--- src/rtl/btn_conditioner_if.sv ---
// Button front-end bundle: raw pins in, debounced level and event strobes out.
// The master side drives the pins; the conditioner sits on the slave side.
interface btn_conditioner_if #(
   parameter int N_CH = 4
);
   logic [N_CH-1:0] btn_in;
   logic [N_CH-1:0] level;
   logic [N_CH-1:0] press_p;
   logic [N_CH-1:0] release_p;
   logic [N_CH-1:0] long_p;
   logic [N_CH-1:0] repeat_p;

   modport master (
      output btn_in,
      input  level, press_p, release_p, long_p, repeat_p
   );

   modport slave (
      input  btn_in,
      output level, press_p, release_p, long_p, repeat_p
   );
endinterface

--- src/rtl/btn_conditioner.sv ---
// N-channel push-button conditioner: 2-flop sync, debounce, press/release edges and
// long-press / auto-repeat classification, all outputs registered.
module btn_conditioner #(
   parameter int              N_CH        = 4,
   parameter int              DEB_CYCLES  = 1_000_000,
   parameter int              LONG_CYCLES = 100_000_000,
   parameter int              REP_CYCLES  = 20_000_000,
   parameter logic [N_CH-1:0] ACT_LOW     = '0,
   parameter logic [N_CH-1:0] REP_EN      = '0
) (
   input logic              clk,
   input logic              rst,
   btn_conditioner_if.slave bus
);
   localparam int DW = (DEB_CYCLES  > 1) ? $clog2(DEB_CYCLES)  : 1;
   localparam int HW = (LONG_CYCLES > 1) ? $clog2(LONG_CYCLES) : 1;
   localparam int RW = (REP_CYCLES  > 1) ? $clog2(REP_CYCLES)  : 1;

   typedef enum logic [1:0] {
      ST_IDLE,
      ST_HELD,
      ST_LONG
   } state_t;

   logic [N_CH-1:0] level_v;
   logic [N_CH-1:0] press_v;
   logic [N_CH-1:0] release_v;
   logic [N_CH-1:0] long_v;
   logic [N_CH-1:0] repeat_v;

   for (genvar g = 0; g < N_CH; g++) begin : g_ch
      logic          x;
      logic [1:0]    sync_q, sync_d;
      logic          s;
      logic [DW-1:0] deb_cnt_q, deb_cnt_d;
      logic          level_q, level_d;
      logic          rise, fall;
      state_t        state_q, state_d;
      logic [HW-1:0] hold_cnt_q, hold_cnt_d;
      logic [RW-1:0] rep_cnt_q, rep_cnt_d;
      logic          press_q, press_d;
      logic          release_q, release_d;
      logic          long_q, long_d;
      logic          repeat_q, repeat_d;

      assign x      = bus.btn_in[g] ^ ACT_LOW[g];
      assign sync_d = {sync_q[0], x};
      assign s      = sync_q[1];

      always_comb begin
         level_d   = level_q;
         deb_cnt_d = '0;
         if (s != level_q) begin
            if (deb_cnt_q == DW'(DEB_CYCLES - 1)) begin
               level_d = s;
            end else begin
               deb_cnt_d = deb_cnt_q + 1'b1;
            end
         end
      end

      // Edges come from the debounced next-state so strobes align with the level flip.
      assign rise = ~level_q &  level_d;
      assign fall =  level_q & ~level_d;

      always_comb begin
         state_d    = state_q;
         hold_cnt_d = hold_cnt_q;
         rep_cnt_d  = rep_cnt_q;
         press_d    = 1'b0;
         release_d  = 1'b0;
         long_d     = 1'b0;
         repeat_d   = 1'b0;
         case (state_q)
            ST_IDLE: begin
               if (rise) begin
                  state_d    = ST_HELD;
                  press_d    = 1'b1;
                  hold_cnt_d = '0;
               end
            end
            ST_HELD: begin
               if (fall) begin
                  state_d   = ST_IDLE;
                  release_d = 1'b1;
               end else if (hold_cnt_q == HW'(LONG_CYCLES - 1)) begin
                  state_d   = ST_LONG;
                  long_d    = 1'b1;
                  rep_cnt_d = '0;
               end else begin
                  hold_cnt_d = hold_cnt_q + 1'b1;
               end
            end
            ST_LONG: begin
               if (fall) begin
                  state_d   = ST_IDLE;
                  release_d = 1'b1;
               end else if (REP_EN[g]) begin
                  if (rep_cnt_q == RW'(REP_CYCLES - 1)) begin
                     repeat_d  = 1'b1;
                     rep_cnt_d = '0;
                  end else begin
                     rep_cnt_d = rep_cnt_q + 1'b1;
                  end
               end
            end
            default: state_d = ST_IDLE;
         endcase
      end

      always_ff @(posedge clk or posedge rst) begin
         if (rst) begin
            sync_q     <= '0;
            deb_cnt_q  <= '0;
            level_q    <= 1'b0;
            state_q    <= ST_IDLE;
            hold_cnt_q <= '0;
            rep_cnt_q  <= '0;
            press_q    <= 1'b0;
            release_q  <= 1'b0;
            long_q     <= 1'b0;
            repeat_q   <= 1'b0;
         end else begin
            sync_q     <= sync_d;
            deb_cnt_q  <= deb_cnt_d;
            level_q    <= level_d;
            state_q    <= state_d;
            hold_cnt_q <= hold_cnt_d;
            rep_cnt_q  <= rep_cnt_d;
            press_q    <= press_d;
            release_q  <= release_d;
            long_q     <= long_d;
            repeat_q   <= repeat_d;
         end
      end

      assign level_v[g]   = level_q;
      assign press_v[g]   = press_q;
      assign release_v[g] = release_q;
      assign long_v[g]    = long_q;
      assign repeat_v[g]  = repeat_q;
   end

   assign bus.level     = level_v;
   assign bus.press_p   = press_v;
   assign bus.release_p = release_v;
   assign bus.long_p    = long_v;
   assign bus.repeat_p  = repeat_v;
endmodule

--- src/flat_wrapper.sv ---
// flat-port wrapper written by rule: the top's interface ports become plain ports
module btn_conditioner_flat 
#(
   parameter int              N_CH        = 4,
   parameter int              DEB_CYCLES  = 1_000_000,
   parameter int              LONG_CYCLES = 100_000_000,
   parameter int              REP_CYCLES  = 20_000_000,
   parameter logic [N_CH-1:0] ACT_LOW     = '0,
   parameter logic [N_CH-1:0] REP_EN      = '0
)
  (clk, rst, bus_btn_in, bus_level, bus_press_p, bus_release_p, bus_long_p, bus_repeat_p);
  btn_conditioner_if #(.N_CH(N_CH)) bus_i ();
  input logic clk;
  input logic rst;
  input wire logic [$bits(bus_i.btn_in)-1:0] bus_btn_in;
  output wire logic [$bits(bus_i.level)-1:0] bus_level;
  output wire logic [$bits(bus_i.press_p)-1:0] bus_press_p;
  output wire logic [$bits(bus_i.release_p)-1:0] bus_release_p;
  output wire logic [$bits(bus_i.long_p)-1:0] bus_long_p;
  output wire logic [$bits(bus_i.repeat_p)-1:0] bus_repeat_p;
  assign bus_i.btn_in = bus_btn_in;
  assign bus_level = bus_i.level;
  assign bus_press_p = bus_i.press_p;
  assign bus_release_p = bus_i.release_p;
  assign bus_long_p = bus_i.long_p;
  assign bus_repeat_p = bus_i.repeat_p;
  btn_conditioner #(.N_CH(N_CH), .DEB_CYCLES(DEB_CYCLES), .LONG_CYCLES(LONG_CYCLES), .REP_CYCLES(REP_CYCLES), .ACT_LOW(ACT_LOW), .REP_EN(REP_EN)) u_core (.clk(clk), .rst(rst), .bus(bus_i));
endmodule
--- config.mk ---
export PLATFORM = sky130hd
export DESIGN_NAME = btn_conditioner_flat
export DESIGN_NICKNAME = d
export VERILOG_FILES = /design/src/rtl/btn_conditioner_if.sv /design/src/rtl/btn_conditioner.sv /design/src/flat_wrapper.sv
export SDC_FILE = /design/constraint.sdc
export NUM_CORES = 1
export LEC_CHECK = 0
export BUFFER_PORTS_ARGS = -buffer_cell sky130_fd_sc_hd__clkbuf_2
export CAP_MARGIN = 20
export CORE_MARGIN = 3
export CORE_UTILIZATION = 63
export CTS_CLUSTER_SIZE = 16
export DETAILED_ROUTE_END_ITERATION = 6
export PLACE_DENSITY = 0.8
export RECOVER_POWER = 25
export SLEW_MARGIN = 20
export SYNTH_ARGS = -nofsm -noshare
export SYNTH_HDL_FRONTEND = slang
export SYNTH_SLANG_ARGS = --single-unit
--- constraint.sdc ---
create_clock -name clk -period 11.4 [get_ports clk]
set_clock_uncertainty 0.15 [all_clocks]
set_input_delay 2.85 -clock clk [delete_from_list [all_inputs] [get_ports clk]]
set_output_delay 2.85 -clock clk [all_outputs]
set_load 0.03 [all_outputs]
==> results of run 1 <==
path summary, 6_finish.rpt:
path                                             startpoint                             to  slack, ps  cells after the start
min in group asynchronous                               rst          u_core.g_ch[0].long_q       2390                      2
worst max-delay path                 u_core.g_ch[1].level_q                   bus_level[1]       7090                      1
max in group asynchronous                               rst    u_core.g_ch[0].deb_cnt_q[9]       7110                      3
worst min register to register     u_core.g_ch[3].sync_q[0]       u_core.g_ch[3].sync_q[1]        200                      0
worst min-delay path               u_core.g_ch[3].sync_q[0]       u_core.g_ch[3].sync_q[1]        200                      0
worst max register to register  u_core.g_ch[0].deb_cnt_q[0]  u_core.g_ch[0].hold_cnt_q[12]       7860                      7
power by group through the flow:
stage	Sequential, W	Combinational [W]	Clock, W
finish	0.000791	0.0000307	0.000769
global route	0.000791	0.0000364	0.000820
CTS	0.000790	0.0000327	0.000787
detailed placement	0.000805	0.0000327	0
global placement	0.000804	0.0000320	0
floorplan	0.000803	0.0000254	0
cell type report:
cell class | instances | area, um2 | area share, %
multi-input cells | 1031 | 6330 | 47.7
flip-flops and latches | 220 | 5510 | 41.5
inverters | 39 | 154 | 1.16
repair buffers | 30 | 165 | 1.24
well taps | 260 | 325 | 2.45
clock inverters | 14 | 105 | 0.792
clock buffers | 32 | 682 | 5.14
cell usage in the layout, fill, tap and decap left out, drive strengths merged, types with 8 or more instances in the layout:
cell type | Yosys | layout
a211o | 11 | 11
a21o | 9 | 9
a21oi | 62 | 62
a221o | 12 | 12
a31oi | 15 | 15
and2 | 19 | 19
and3 | 40 | 40
and4 | 18 | 18
clkbuf | 46 | 55
clkinv | 1 | 12
dfrtp | 220 | 220
ha | 20 | 20
inv | 38 | 40
mux2i | 8 | 8
nand2 | 119 | 119
nand2b | 11 | 11
nand3 | 93 | 93
nand4 | 49 | 49
nor2 | 141 | 141
nor2b | 11 | 11
nor3 | 40 | 40
nor4 | 22 | 22
nor4b | 12 | 12
o21ai | 57 | 57
o31ai | 37 | 37
or2 | 8 | 8
or3 | 31 | 31
or4 | 28 | 28
xnor2 | 34 | 34
xor2 | 34 | 34
per-stage QoR:
step                utilization, %  hold slack [ps]
detailed placement            66.0              189
global placement              65.9              182
CTS                           70.1              205
floorplan                        -              181
finish                        70.0              200
global route                  70.0              207
logic make-up (layout without fill, tap and decap cells):
kind of cell               count (synthesis)  count (layout)  synth area share [%]
and+or+nand+nor                          662             662                  28.5
muxes                                     12              12                  1.01
buffers and inverters                    112             115                  4.16
other                                      1               4                0.0304
xor gates and xnor gates                  68              68                  4.83
DFF                                      220             220                  44.6
AOI/OAI and AO/OA                        265             265                  14.8
adders and majority gates                 20              20                  2.03
flip-flops by register name (all words and copies together), names as in the netlist:
| signal | flops |
|---|---|
| u_core.g_ch.level_q | 4 |
| u_core.g_ch.press_q | 4 |
| u_core.g_ch.deb_cnt_q | 80 |
| u_core.g_ch.hold_cnt_q | 108 |
| u_core.g_ch.state_q | 8 |
| u_core.g_ch.long_q | 4 |
| u_core.g_ch.sync_q | 8 |
| u_core.g_ch.release_q | 4 |
metal layers:
metal,vias up,global-route usage (%),share of wire [%]
met4,0,5.79,1.9
met5,-,0,0
met3,41,3.61,5.4
met2,313,40.6,47
met1,5028,35.2,46
li1,4972,-,-
==> flow_summary.ini, run 1 <==
[drt]
first_pass_iters = 6
detail_route.wl_per_cell_um = 16.3
vias_per_cell = 6.37
drc = 0
ant_nets = 0
initialDrtViolationCount = 813
dr_total_vias = 10400
detail_route.wirelength_mm = 26.5

[power_and_ir_drop]
p_per_area_nw_per_um2 = 120
p_int_w = 0.00124
p_switching_w = 0.000352
swShare_pct = 22.1
peakVddDrop_v = 0.000126
power_w = 0.00159
leakage_nw = 5.60
clock_power_share_pct = 48.4
seq_power_share_pct = 49.7
combPwrFrac_pct = 1.9

[synthesis]
synth_edf_count = 0
synth_top_flop_cell = dfrtp_1
ys_seq_elements = 220
yosys_warnings = 0
synth_cells = 1360
yosys-top-cells-count = dfrtp_1, nor2_1, nand2_1
synth.distinct_cells = 80
syn_area_um2 = 12300
postSynthAreaPerCell_um2 = 9.07
synth_top_area_cell = dfrtp_1
yosysSeqAreaShare_pct = 44.6
synth_top_area_share_pct = 44.6
synth.area.top_cells = dfrtp_1, nor2_1, nand3_1
yosysMostFrequentCell = dfrtp_1
synthArstFlopShare_pct = 100

[place]
io_buffers = 21
post-place-ws_ps = 6460
place_congestion = 0.940
placedCellCount = 1580
placed_cell_area_um2 = 12500
hpwlAfterDp_mm = 17.4

[setup_path]
path_buf_inv = 1
endpoint_kind = output port
slowest_delay_ps = 530
worstSetupStartpointType = register
worst_path_max_delay_cell = dfrtp_1
arrival_ps = 1310
crit_fanout = 9
worstPathRequired_ps = 8400
crit_chain = clkbuf_2
crit_family = flip-flops
worstSetupPathType = register to output port

[global_route]
antenna_found_initial = 0
grt_pass1_vias = 9815
grt_usage_pct = 24.7
overflow = 0
grt_max_degree = 143
grt_first_pass_wirelength_mm = 46.0

[cells_and_area]
n_antenna_cell = 0
layout-drive-gt1-share_pct = 7.17
nets = 1373
layout.cells.non_filler = 1626
design_area_um2 = 13300
filler_cell_count = 1481
synthToLayoutAreaGrowth_pct = 7.59

[clock_tree]
postCtsResizedCells = 0
ctsHoldBuffers = 0
cts.path.max_buffers = 3
cts_tree = yes
clk_latency_ps = 530
post_cts_buffers = 0
clk_pin_slew_ps = 60
clock_sinks = 220
cts_made_buffers = 25
h-tree-depth = 1
root_buffer = clkbuf_16

[floorplanning]
die-area_um2 = 21300
die_w_um = 146
core-area_um2 = 19000
rows = 50
start_util_pct = 65.1
io_pins = 26
die_y_um = 146

[timing]
slew_headroom_pct = -28.5
finalSetupViolCount = 0
final_max_slew_viol_count = 18
tns_ps = 0
rsz0062_at_grt = no
tightestPinTransition_ps = 1910
period_needed_ps = 4310
post-route-period-util_pct = 37.9
fin_ws_ps = 7090
timing.fmax_mhz = 232
hold_violations = 0

[outcome]
outcome = complete, but fails checks
violations = capacitance limit, slew limit

[min_path]
min_path_type = register to register

[job]
timing.max_cap.violations = 1
Power figures use the tool's default switching activity.
==> run 2: changes to the inputs <==
clock period = 4.1 ns   (was 11.4 ns; I/O delays follow)
==> run 2 against run 1 <==
Against the previous run: wire length decreased by 1.0%; sequential share of layout area decreased by 0.29 points; highest routed layer unchanged; the run still ends with capacitance limit, slew limit left; combinational power increased to 3.0 times the previous value; via count decreased by 1.1%; largest cell class unchanged; count of clock-buffer cells in the layout increased by 5; critical path depth increased by 5; flip-flop and latch count unchanged; cell count increased by 0.37%.
==> flow_summary.ini, run 2 (same netlist as run 1, synthesis figures left out) <==
[drt]
detail_route.wirelength_mm = 26.3
drc = 0
detail_route.wl_per_cell_um = 16.1
ant_nets = 0
vias_per_cell = 6.28
initialDrtViolationCount = 785
first_pass_iters = 5
dr_total_vias = 10200

[timing]
period_needed_ps = 3210
post-route-period-util_pct = 78.2
hold_violations = 0
tns_ps = 0
tightestPinTransition_ps = 1690
slew_headroom_pct = -12.6
rsz0062_at_grt = no
timing.fmax_mhz = 312
final_max_slew_viol_count = 33
finalSetupViolCount = 0

[cells_and_area]
design_area_um2 = 13400
n_antenna_cell = 0
layout-drive-gt1-share_pct = 7.22
final_cell_mix = dfrtp_1, nor2_1, nand2_1, nand3_1, a21oi_1
layout.cells.non_filler = 1632
largest_reg_flops = 108
final_common_cell = dfrtp_1
largestRegisters = u_core.g_ch.hold_cnt_q x108, u_core.g_ch.deb_cnt_q x80
regMostFlops = u_core.g_ch.hold_cnt_q
nets = 1384
synthToLayoutAreaGrowth_pct = 8.34

[clock_tree]
clock_sinks = 220
clk_pin_slew_ps = 60
clk_latency_ps = 520
post_cts_buffers = 0
cts_made_buffers = 25
cts.path.max_buffers = 3
ctsHoldBuffers = 0
root_buffer = clkbuf_16
cts_tree = yes
h-tree-depth = 1
postCtsResizedCells = 0

[setup_path]
worstRegToRegCells = 6
crit_fanout = 15
r2r_start = u_core.g_ch[1].deb_cnt_q[7]
r2r_slack_ps = 890
setup.worst_path.start = u_core.g_ch[1].deb_cnt_q[7]
worstSetupPathType = register to register
r2r-end = u_core.g_ch[1].hold_cnt_q[16]
endpoint_kind = register
arrival_ps = 3450
worstPathRequired_ps = 4340
crit_path_end = u_core.g_ch[1].hold_cnt_q[16]
worstSetupStartpointType = register

[power_and_ir_drop]
peakVddDrop_v = 0.000291
power_w = 0.00441
p_per_area_nw_per_um2 = 330
leakage_nw = 5.65

[floorplanning]
die_y_um = 146
core-area_um2 = 19000
die_w_um = 146
die-area_um2 = 21300
start_util_pct = 65.1
io_pins = 26
rows = 50

[global_route]
antenna_found_initial = 0
grt_usage_pct = 24.2
grt_max_degree = 51
grt_pass1_vias = 9689
grt_first_pass_wirelength_mm = 45.1
overflow = 0

[place]
hpwlAfterDp_mm = 17.6
io_buffers = 21
placed_cell_area_um2 = 12600
placedCellCount = 1591
place_congestion = 0.906

[outcome]
violations = capacitance limit, slew limit
outcome = complete, but fails checks

[min_path]
min_path_type = register to register

[job]
timing.max_cap.violations = 1
[run 2: worst min-delay path by stage]
stage | slack, ps | cells past startpoint | end | start
after floorplan | 180 | 0 | u_core.g_ch[0].sync_q[1] | u_core.g_ch[0].sync_q[0]
after global placement | 180 | 0 | u_core.g_ch[2].sync_q[1] | u_core.g_ch[2].sync_q[0]
after detailed placement | 190 | 0 | u_core.g_ch[3].sync_q[1] | u_core.g_ch[3].sync_q[0]
after CTS | 200 | 0 | u_core.g_ch[3].sync_q[1] | u_core.g_ch[3].sync_q[0]
after global routing | 200 | 0 | u_core.g_ch[3].sync_q[1] | u_core.g_ch[3].sync_q[0]
final | 200 | 0 | u_core.g_ch[3].sync_q[1] | u_core.g_ch[3].sync_q[0]
[run 2: area by class of cell]
cell class / instances / area (um2)
clock buffer: 37 / 731
clock inverter: 4 / 47.5
fill: 1439 / 5590
inverter: 39 / 148
multi-input combinational: 1031 / 6330
sequential: 220 / 5510
tap: 260 / 325
timing repair buffer: 41 / 272
[run 2: through the flow]
stage                     setup WS, ps  utilization [%]  hold WS (ps)
after floorplan                   56.9                -           181
after global placement             990             66.5           182
after detailed placement           924             66.5           189
after CTS                          915             70.6           197
after global routing               622             70.5           203
final                              892             70.5           196
[run 2: critical path, cell delays in order, from the launching register on]
cell and delay, ps:
dfrtp_1 430, or4_1 540, or4_1 700, or3_1 490, nand2_1 430, a211oi_1 180
mux2i_1 160
[run 2: where the power goes]
group | leakage, nW | switching (W) | total (W) | internal [W]
Combinational | 2.22 | 0.0000711 | 0.0000919 | 0.0000208
Sequential | 3.05 | 0.0000126 | 0.00220 | 0.00219
Clock | 0.380 | 0.000842 | 0.00212 | 0.00128
[run 2: per-layer routing]
layer  wire (um)  up-vias  track usage [%]  part of all wire, %
met1       12000     4960             33.5                   46
met5           0        -                0                    0
met2       12500      247             40.3                   48
li1            -     4994                -                    -
met4         444        0             6.36                  1.7
met3        1280       40             3.52                  4.9
